<file path="config.mk">
export PLATFORM = sky130hd
export DESIGN_NAME = lfsr_bank
export DESIGN_NICKNAME = d
export VERILOG_FILES = /design/src/rtl/lfsr_pkg.sv /design/src/rtl/lfsr_core.sv /design/src/rtl/lfsr_bank.sv
export SDC_FILE = /design/constraint.sdc
export NUM_CORES = 1
export LEC_CHECK = 0
export BUFFER_PORTS_ARGS = -buffer_cell sky130_fd_sc_hd__buf_2
export CAP_MARGIN = 30
export CORE_ASPECT_RATIO = 0.7
export CORE_MARGIN = 1.5
export CORE_UTILIZATION = 52
export DETAILED_ROUTE_END_ITERATION = 8
export MAX_ROUTING_LAYER = met4
export PLACE_DENSITY = 0.81
export SLEW_MARGIN = 15
export SYNTH_ARGS = -nofsm -noshare
export SYNTH_HDL_FRONTEND = slang
export SYNTH_HIERARCHICAL = 1
export SYNTH_SLANG_ARGS = --single-unit
</file>
<file path="constraint.sdc">
create_clock -name clk -period 1.9 [get_ports clk]
set_clock_uncertainty 0.05 [all_clocks]
set_input_delay 0.38 -clock clk [delete_from_list [all_inputs] [get_ports clk]]
set_output_delay 0.38 -clock clk [all_outputs]
set_load 0.02 [all_outputs]
</file>
<file path="src/rtl/lfsr_pkg.sv">
// Shared definitions for the LFSR bank.
// Contents: the single-step Fibonacci update, the default tap masks, and the
// seed-index width helper.
package lfsr_pkg;

    // Widest state the step helper handles. Narrower states are zero-extended.
    localparam int LFSR_MAX_W = 64;

    // Default tap masks for common widths.
    localparam logic [3:0]  LFSR_POLY_4  = 4'hC;
    localparam logic [7:0]  LFSR_POLY_8  = 8'hB8;
    localparam logic [15:0] LFSR_POLY_16 = 16'hB400;
    localparam logic [31:0] LFSR_POLY_32 = 32'h80200003;

    // Width of the seed channel selector. It is at least one bit, even for a single channel.
    function automatic int seed_idx_width(input int n);
        return (n <= 1) ? 1 : $clog2(n);
    endfunction

    // One Fibonacci shift of a width-bit state held in the low bits:
    //   next = {s[width-2:0], ^(s & poly)}
    // Bits at or above width are forced to zero on return.
    function automatic logic [LFSR_MAX_W-1:0] lfsr_step(
        input logic [LFSR_MAX_W-1:0] state,
        input logic [LFSR_MAX_W-1:0] poly,
        input int                    width
    );
        logic [LFSR_MAX_W-1:0] mask;
        logic                  fb;
        mask = (width >= LFSR_MAX_W) ? {LFSR_MAX_W{1'b1}}
                                     : ((LFSR_MAX_W'(1) << width) - LFSR_MAX_W'(1));
        fb   = ^(state & poly & mask);
        return ((state << 1) | LFSR_MAX_W'(fb)) & mask;
    endfunction

endpackage

</file>
<file path="src/rtl/lfsr_core.sv">
// One LFSR channel.
// The channel holds the state and applies STEPS unrolled shifts on each advance.
// It loads a runtime seed. A zero seed is replaced by CH_INDEX+1, because the
// all-zero state would lock up.
module lfsr_core
    import lfsr_pkg::*;
#(
    parameter int               WIDTH     = 32,
    parameter logic [WIDTH-1:0] POLY      = LFSR_POLY_32,
    parameter int               OUT_WIDTH = 16,
    parameter int               STEPS     = 1,
    parameter int               CH_INDEX  = 0
) (
    input  logic                 clk,
    input  logic                 reset,
    input  logic                 advance_i,
    input  logic                 load_i,
    input  logic [WIDTH-1:0]     seed_data_i,
    output logic [OUT_WIDTH-1:0] sample_o
);

    // The reset value doubles as the substitute for an all-zero seed.
    localparam logic [WIDTH-1:0] RESET_VAL = WIDTH'(CH_INDEX + 1);

    logic [WIDTH-1:0]      state_q;
    logic [WIDTH-1:0]      state_d;
    logic [WIDTH-1:0]      next_state;
    logic [LFSR_MAX_W-1:0] stepped_full;

    // Unroll STEPS single shifts into one combinational leap-ahead.
    always_comb begin
        stepped_full = LFSR_MAX_W'(state_q);
        for (int k = 0; k < STEPS; k++) begin
            stepped_full = lfsr_step(stepped_full, LFSR_MAX_W'(POLY), WIDTH);
        end
        next_state = WIDTH'(stepped_full);
    end

    // The sample is taken from the post-advance state, so it is registered together with it.
    assign sample_o = next_state[OUT_WIDTH-1:0];

    // Next state: a seed load wins; otherwise the state advances or holds.
    always_comb begin
        state_d = state_q;
        if (load_i) begin
            state_d = (seed_data_i == '0) ? RESET_VAL : seed_data_i;
        end else if (advance_i) begin
            state_d = next_state;
        end
    end

    // State register.
    always_ff @(posedge clk) begin
        if (reset) begin
            state_q <= RESET_VAL;
        end else begin
            state_q <= state_d;
        end
    end

endmodule

</file>
<file path="src/rtl/lfsr_bank.sv">
// Bank of NUM_CH lock-step Fibonacci LFSRs behind a valid/ready output register.
// Optional feature: define LFSR_BANK_STATS_EN to add a 32-bit sample_count
// output. It counts completed transfers since reset.
module lfsr_bank
    import lfsr_pkg::*;
#(
    parameter int               NUM_CH    = 2,
    parameter int               WIDTH     = 32,
    parameter logic [WIDTH-1:0] POLY      = LFSR_POLY_32,
    parameter int               OUT_WIDTH = 16,
    parameter int               STEPS     = 1
) (
    input  logic                              clk,
    input  logic                              reset,
    input  logic                              enable,
    input  logic [WIDTH-1:0]                  seed_data,
    input  logic [seed_idx_width(NUM_CH)-1:0] seed_ch,
    input  logic                              seed_wr,
    output logic [NUM_CH*OUT_WIDTH-1:0]       dout,
    output logic                              dout_valid,
    input  logic                              dout_ready,
    output logic                              lockup
`ifdef LFSR_BANK_STATS_EN
    ,
    output logic [31:0]                       sample_count
`endif
);

    localparam int SEED_CH_W = seed_idx_width(NUM_CH);

    logic                        advance;
    logic                        transfer;
    logic                        seed_zero;
    logic [NUM_CH-1:0]           load_vec;
    logic [NUM_CH*OUT_WIDTH-1:0] sample_all;

    logic [NUM_CH*OUT_WIDTH-1:0] dout_q;
    logic [NUM_CH*OUT_WIDTH-1:0] dout_d;
    logic                        dout_valid_q;
    logic                        dout_valid_d;
    logic                        lockup_q;
    logic                        lockup_d;

    // A seed write stalls the whole bank. A full, unaccepted output register also stalls it.
    assign advance   = enable && !seed_wr && (!dout_valid_q || dout_ready);
    assign transfer  = dout_valid_q && dout_ready;
    assign seed_zero = (seed_data == '0);

    // One core per channel. An out-of-range seed_ch matches no core, so it loads nothing.
    for (genvar gi = 0; gi < NUM_CH; gi++) begin : g_ch
        assign load_vec[gi] = seed_wr && (seed_ch == SEED_CH_W'(gi));

        lfsr_core #(
            .WIDTH     (WIDTH),
            .POLY      (POLY),
            .OUT_WIDTH (OUT_WIDTH),
            .STEPS     (STEPS),
            .CH_INDEX  (gi)
        ) u_core (
            .clk         (clk),
            .reset       (reset),
            .advance_i   (advance),
            .load_i      (load_vec[gi]),
            .seed_data_i (seed_data),
            .sample_o    (sample_all[gi*OUT_WIDTH +: OUT_WIDTH])
        );
    end

    // Output register and handshake. An accepted sample with no refill empties the register.
    // The lockup flag sets only when a zero seed actually reaches a channel.
    always_comb begin
        dout_d       = dout_q;
        dout_valid_d = dout_valid_q;
        if (advance) begin
            dout_d       = sample_all;
            dout_valid_d = 1'b1;
        end else if (transfer) begin
            dout_valid_d = 1'b0;
        end
        lockup_d = lockup_q | ((|load_vec) && seed_zero);
    end

    // Output and flag registers.
    always_ff @(posedge clk) begin
        if (reset) begin
            dout_q       <= '0;
            dout_valid_q <= 1'b0;
            lockup_q     <= 1'b0;
        end else begin
            dout_q       <= dout_d;
            dout_valid_q <= dout_valid_d;
            lockup_q     <= lockup_d;
        end
    end

    assign dout       = dout_q;
    assign dout_valid = dout_valid_q;
    assign lockup     = lockup_q;

`ifdef LFSR_BANK_STATS_EN
    logic [31:0] sample_count_q;
    logic [31:0] sample_count_d;

    // Count completed transfers. The counter wraps naturally at 2^32.
    always_comb begin
        sample_count_d = sample_count_q + (transfer ? 32'd1 : 32'd0);
    end

    // Transfer counter register.
    always_ff @(posedge clk) begin
        if (reset) begin
            sample_count_q <= '0;
        end else begin
            sample_count_q <= sample_count_d;
        end
    end

    assign sample_count = sample_count_q;
`endif

endmodule

</file>
Word-level counts from Yosys, hierarchy flattened
Index checks and enable logic that the tools add are counted.

Register bits: 98.

Reductions and logical operators: 16. Bitwise logic cells: 4. Muxes and demuxes: 8.

Operator list (count): 2-to-1 mux 32 bit (6); XOR reduction 64 bit (2); OR 32 x 1 -> 32 bit (2); logical NOT 32 bit (1); logical AND 1 bit (6); nonzero test 2 bit (3); logical NOT 1 bit (2); 2-to-1 mux 1 bit (2); OR reduction 2 bit (1); logical OR 1 bit (1); NOT 1 bit (1); OR 1 bit (1).

Depth between registers and ports, before layout
Depth in word-level cells: 5. Depth in mapped cells: 9. Gate-level depth less buffers: 6.

By module
The synthesis kept the hierarchy.

Modules (own cells, without submodules): lfsr_bank (area each 1707.9 um2, cells an instance 170, sequential area each 680.7 um2, instances 1); lfsr_core (g_ch[1].u_core) (area each 1674.1 um2, cells an instance 208, sequential area each 640.6 um2, instances 1); lfsr_core (g_ch[0].u_core) (area each 1670.4 um2, cells an instance 205, sequential area each 640.6 um2, instances 1).

Worst setup path after synthesis
No wires, ideal clock.

Kind: flip-flop to flip-flop. Start point: register dout_valid_q (netlist: dout_valid). End point: register g_ch[1].u_core.state_q[28]. Cell stages (with the launch flop): 10. Path buffers: 3. Data required time: 1.722 ns. Arrival: 1.702 ns. Path slack: 0.020 ns. Clock period less this slack: 1.880 ns. Setup time: 0.128 ns. Cells stage by stage: dfxtp_1 -> and2b_1 -> buf_2 -> nor2_1 -> buf_2 -> buf_2 -> mux2i_1 -> nor2_1 -> a21oi_1 -> nor2_1.

Cells in the longest elaborated chain, start to end: 4.

RTL lines: start, declared (line lfsr_bank.sv:39) `logic dout_valid_q;`; start signal, assigned (line lfsr_bank.sv:91) `dout_valid_q <= dout_valid_d;`; logical NOT 1 bit (line lfsr_bank.sv:45) `assign advance = enable && !seed_wr && (!dout_valid_q || dout_ready);`; logical OR 1 bit (line lfsr_bank.sv:45); logical AND 1 bit (line lfsr_bank.sv:45); net advance (line lfsr_bank.sv:31) `logic advance;`; nonzero test 2 bit (no line); end signal, assigned (line lfsr_core.sv:57) `state_q <= state_d;`; end, declared (line lfsr_core.sv:25) `logic [WIDTH-1:0] state_q;`.

The timed path passes the listed nets, and every way through them passes these cells. A chain may end at the register's enable or synchronous reset.

Worst setup path after layout
Start point: register dout_valid_q (netlist: dout_valid). End point: register g_ch[1].u_core.state_q[21].

The elaborated chain is that of the path after synthesis.

==> results list <==
- During synthesis, Yosys emitted a total of 6 warnings.
* Slew at the pin closest to its max-slew limit: 0.406 ns
- Static timing analysis puts the maximum clock frequency at 594 MHz.
- STA classifies the critical path startpoint as a register.
- TritonCTS built the clock tree.
- Setup repair after global routing left no endpoint under its margin.
- # nets final: 641
* GRT Residual Overflow: 0
* Via-to-Cell Ratio: 5.73
* Floorplan die area: 10300 um2
- Clk buf depth: 2
* WP data arrival: 1.86 ns
- Leakage power summed over all cells: 2.12 nW
* Fraction of power consumed by the clock network: 38.6%
* Overall track demand over capacity in global routing: 23.9%
* Hold Path Origin: seed_data[24]
- For this run, the register share of the synthesized area comes to 38.8%.
- Area Growth Syn to Fin: 8.77%
- Share of total power in combinational logic: 13.6%
- Highest-count cells in the layout ignoring fill and taps: 125 x sky130_fd_sc_hd__nor2_1, 98 x sky130_fd_sc_hd__dfxtp_1, 84 x sky130_fd_sc_hd__a21oi_1
* Sw Share: 27.6%
- Gates resized during post-CTS repair numbered 0.
- Summing internal, switching and leakage power gives 4.64 mW.
* Maximum level of the CTS H-tree: 3
- In this run the remaining antenna-violating nets after routing total 0.
- Post-synthesis cell type count: 37
- Crit path max fanout: 33
- At the worst endpoint, the required time is 2.08 ns.
- Vias: 4193
* Synthesized area: 5050 um2
* Post-Syn Instances: 583
* Pwr/cell area: 845 nW/um2
- The worst hold path terminates at g_ch[0].u_core/state_q[24].
- Count of endpoints failing hold in the final timing report: 0
- After detailed placement, the total cell area comes to 5200 um2.
* Classification of the worst setup path: reg -> reg
- After clock tree synthesis, the clock-pin slew on the worst setup and hold paths is 0.07 ns.
- The clock net in this run drives a total of 98 sinks.
* Count of buffers added by post-CTS timing repair for setup: 0
* Fin area: 5500 um2
- Die Span X: 121 um
* Detailed-route wire length: 11.7 mm
* Portion of total power attributed to sequential cells: 47.8%
* Root Buffer: sky130_fd_sc_hd__clkbuf_16
* Syn_area_per_cell: 8.67 um2
- Number of pins exceeding their max-slew limit in the final report: 0
- Drt drc: 0
- The worst pin sits at a relative slew slack of 72.7%.
* Post-route fraction of the period consumed by the critical path: 88.6%
- Number of DRC markers in iteration 0: 346
- Area of the placeable core: 9250 um2
- In this run the critical register-to-register path is captured at g_ch[1].u_core/state_q[21].
- Fraction of final layout cells with drive strength greater than 1: 26.5%
- Port buffering added 71 buffers.
- WL/cell: 16.0 um
- Number of placement rows: 29
- Initial cell density of the core: 54.6%
* Count of antenna diodes in the layout: 0
- Post-route setup TNS: 0 ns
* GP Congestion: 0.907
- Global-route wire length before repair: 19.0 mm
* Switch Pwr: 1.28 mW
- Run status: finished clean
- Number of buffers inserted for hold repair after clock tree synthesis: 0
* Register bit total from synthesis: 98
- Most common cell after layout, fill and taps aside: sky130_fd_sc_hd__nor2_1
- The number of global-route vias before repair was 3858.
- For this run, the detailed router's first-pass iteration total came to 5.
* Net Count, Synth: 621
- The startpoint identified for the worst register-to-register timing path is dout_valid.
* Clock latency reported for the late side of the worst-skew pair: 0.35 ns
* Worst hold path stage count: 3
- Minimum period implied by the final worst setup slack: 1.68 ns
* Worst-case register-to-register setup slack: 0.22 ns
- Entering global routing, the biggest net connects 50 pins.
- Crit. End Element: register
- Int Power: 3.36 mW
- The number of antenna violations at the first check in global routing is 0.
* I/O Pins: 72
* Final Setup Violations: 0
* Die Y: 85.5 um
- Maximum ir drop on the vdd rail: 0.000527 V
- Measured in cells, the most critical reg-to-reg path has a length of 7.
* Worst min path class: in -> reg
- Clock tree synthesis inserted a total of 9 buffers.
- Number of maximum-capacitance constraint violations: 0
- Placed wire-length estimate after detailed placement: 8.29 mm
==> routing by layer <==
metal / track usage [%] / up-vias / part of all wire (%)
met4: 5.56 / 0 / 1.2
met3: 7.06 / 14 / 7.9
met2: 36.2 / 168 / 45
li1: - / 2028 / -
met1: 31.4 / 1983 / 46
met5: - / - / 0
==> logic make-up after synthesis <==
family                 Yosys count  synth area share, %
AO/OA/AOI/OAI                  134                 14.7
XOR/XNOR                         6                 1.04
buffers and inverters           83                 11.4
flip-flops                      98                 38.8
multiplexers                    62                 12.3
AND/OR/NAND/NOR                200                 21.7
==> layout make-up <==
cell class | instances | area [um2]
Multi-Input combinational cell | 402 | 2530
Timing Repair Buffer | 88 | 536
Inverter | 4 | 15.0
Clock inverter | 5 | 42.5
Sequential cell | 98 | 1960
Fill cell | 800 | 3760
Clock buffer | 11 | 253
Tap cell | 124 | 155
==> power groups by stage <==
stage	registers [mW]	logic, mW	clock network (mW)
2_1_floorplan	2.26	0.486	0
3_3_place_gp	2.26	0.601	0
3_5_place_dp	2.27	0.619	0
4_1_cts	2.22	0.623	1.82
5_1_grt	2.23	0.687	1.92
6_report	2.22	0.630	1.79
==> critical path, cell delays in order (launching register included) <==
cell and delay [ns]:
sky130_fd_sc_hd__dfxtp_1 0.33, sky130_fd_sc_hd__and2b_1 0.20, sky130_fd_sc_hd__nor2_4 0.20, sky130_fd_sc_hd__buf_12 0.27
sky130_fd_sc_hd__mux2i_1 0.21, sky130_fd_sc_hd__nor2_1 0.05, sky130_fd_sc_hd__a21oi_1 0.16, sky130_fd_sc_hd__nor2_1 0.07
==> stage by stage <==
| step | setup WS [ns] | cells | hold slack [ns] | util, % |
|---|---|---|---|---|
| after detailed placement | 0.0655 | 716 | 0.416 | 56.2 |
| after CTS | 0.214 | 732 | 0.290 | 59.4 |
| after global placement | 0.142 | 716 | 0.411 | 56.2 |
| final | 0.216 | 732 | 0.297 | 59.4 |
| after global routing | 0.0936 | 732 | 0.297 | 59.4 |
| after floorplan | 0.0200 | 583 | 0.402 | - |
==> state kept, by name (all words and copies together), names as in the netlist <==
register and cells:
lockup 1, dout 32, g_ch.u_core/state_q 64, dout_valid 1
==> synthesized netlist by cell type <==
cell                         n  share of area, %
sky130_fd_sc_hd__a21oi_1    84               8.3
sky130_fd_sc_hd__and2b_1     1              0.15
sky130_fd_sc_hd__clkbuf_1   12              0.89
sky130_fd_sc_hd__buf_6       1              0.22
sky130_fd_sc_hd__o211a_1     1              0.20
sky130_fd_sc_hd__inv_1       4              0.30
sky130_fd_sc_hd__nand4_1     4              0.50
sky130_fd_sc_hd__and2_1      1              0.12
sky130_fd_sc_hd__nand3_1     3              0.30
sky130_fd_sc_hd__buf_12      6               2.4
sky130_fd_sc_hd__o22ai_1     1              0.12
sky130_fd_sc_hd__buf_4      38               5.6
sky130_fd_sc_hd__or4_1       1              0.15
sky130_fd_sc_hd__nor3b_2     1              0.25
sky130_fd_sc_hd__o21ai_0     4              0.40
sky130_fd_sc_hd__o21ai_1    29               2.9
sky130_fd_sc_hd__o31ai_2     1              0.25
sky130_fd_sc_hd__o32ai_2     1              0.32
sky130_fd_sc_hd__o211ai_1    1              0.15
sky130_fd_sc_hd__nor3_1      1             0.099
sky130_fd_sc_hd__nor2b_4     1              0.27
sky130_fd_sc_hd__nand2_1     4              0.30
sky130_fd_sc_hd__xnor2_1     4              0.69
sky130_fd_sc_hd__nand3_2    30               5.9
sky130_fd_sc_hd__nor4b_2     1              0.30
sky130_fd_sc_hd__dfxtp_1    98                39
sky130_fd_sc_hd__buf_2      14               1.4
sky130_fd_sc_hd__nand2b_4    1              0.27
sky130_fd_sc_hd__xor2_1      2              0.35
sky130_fd_sc_hd__nor4_2      5               1.2
sky130_fd_sc_hd__nor2_1    126               9.4
sky130_fd_sc_hd__a21oi_2    12               2.1
sky130_fd_sc_hd__nor2b_1     1              0.12
sky130_fd_sc_hd__nor4_1     18               2.2
sky130_fd_sc_hd__nand2b_1    1              0.12
sky130_fd_sc_hd__buf_1       8              0.59
sky130_fd_sc_hd__mux2i_1    62                12
==> worst max-delay path by stage <==
| stage | start | end | slack, ns | depth (start not counted) |
|---|---|---|---|---|
| after floorplan | dout_valid | g_ch[1].u_core/state_q[28] | 0.02 | 9 |
| after global placement | dout_ready | g_ch[1].u_core/state_q[1] | 0.14 | 7 |
| after detailed placement | dout_ready | g_ch[0].u_core/state_q[8] | 0.07 | 8 |
| after CTS | dout_valid | g_ch[0].u_core/state_q[8] | 0.21 | 7 |
| after global routing | dout_valid | g_ch[1].u_core/state_q[19] | 0.09 | 7 |
| final | dout_valid | g_ch[1].u_core/state_q[21] | 0.22 | 7 |
(Power assumes the default switching activity.)
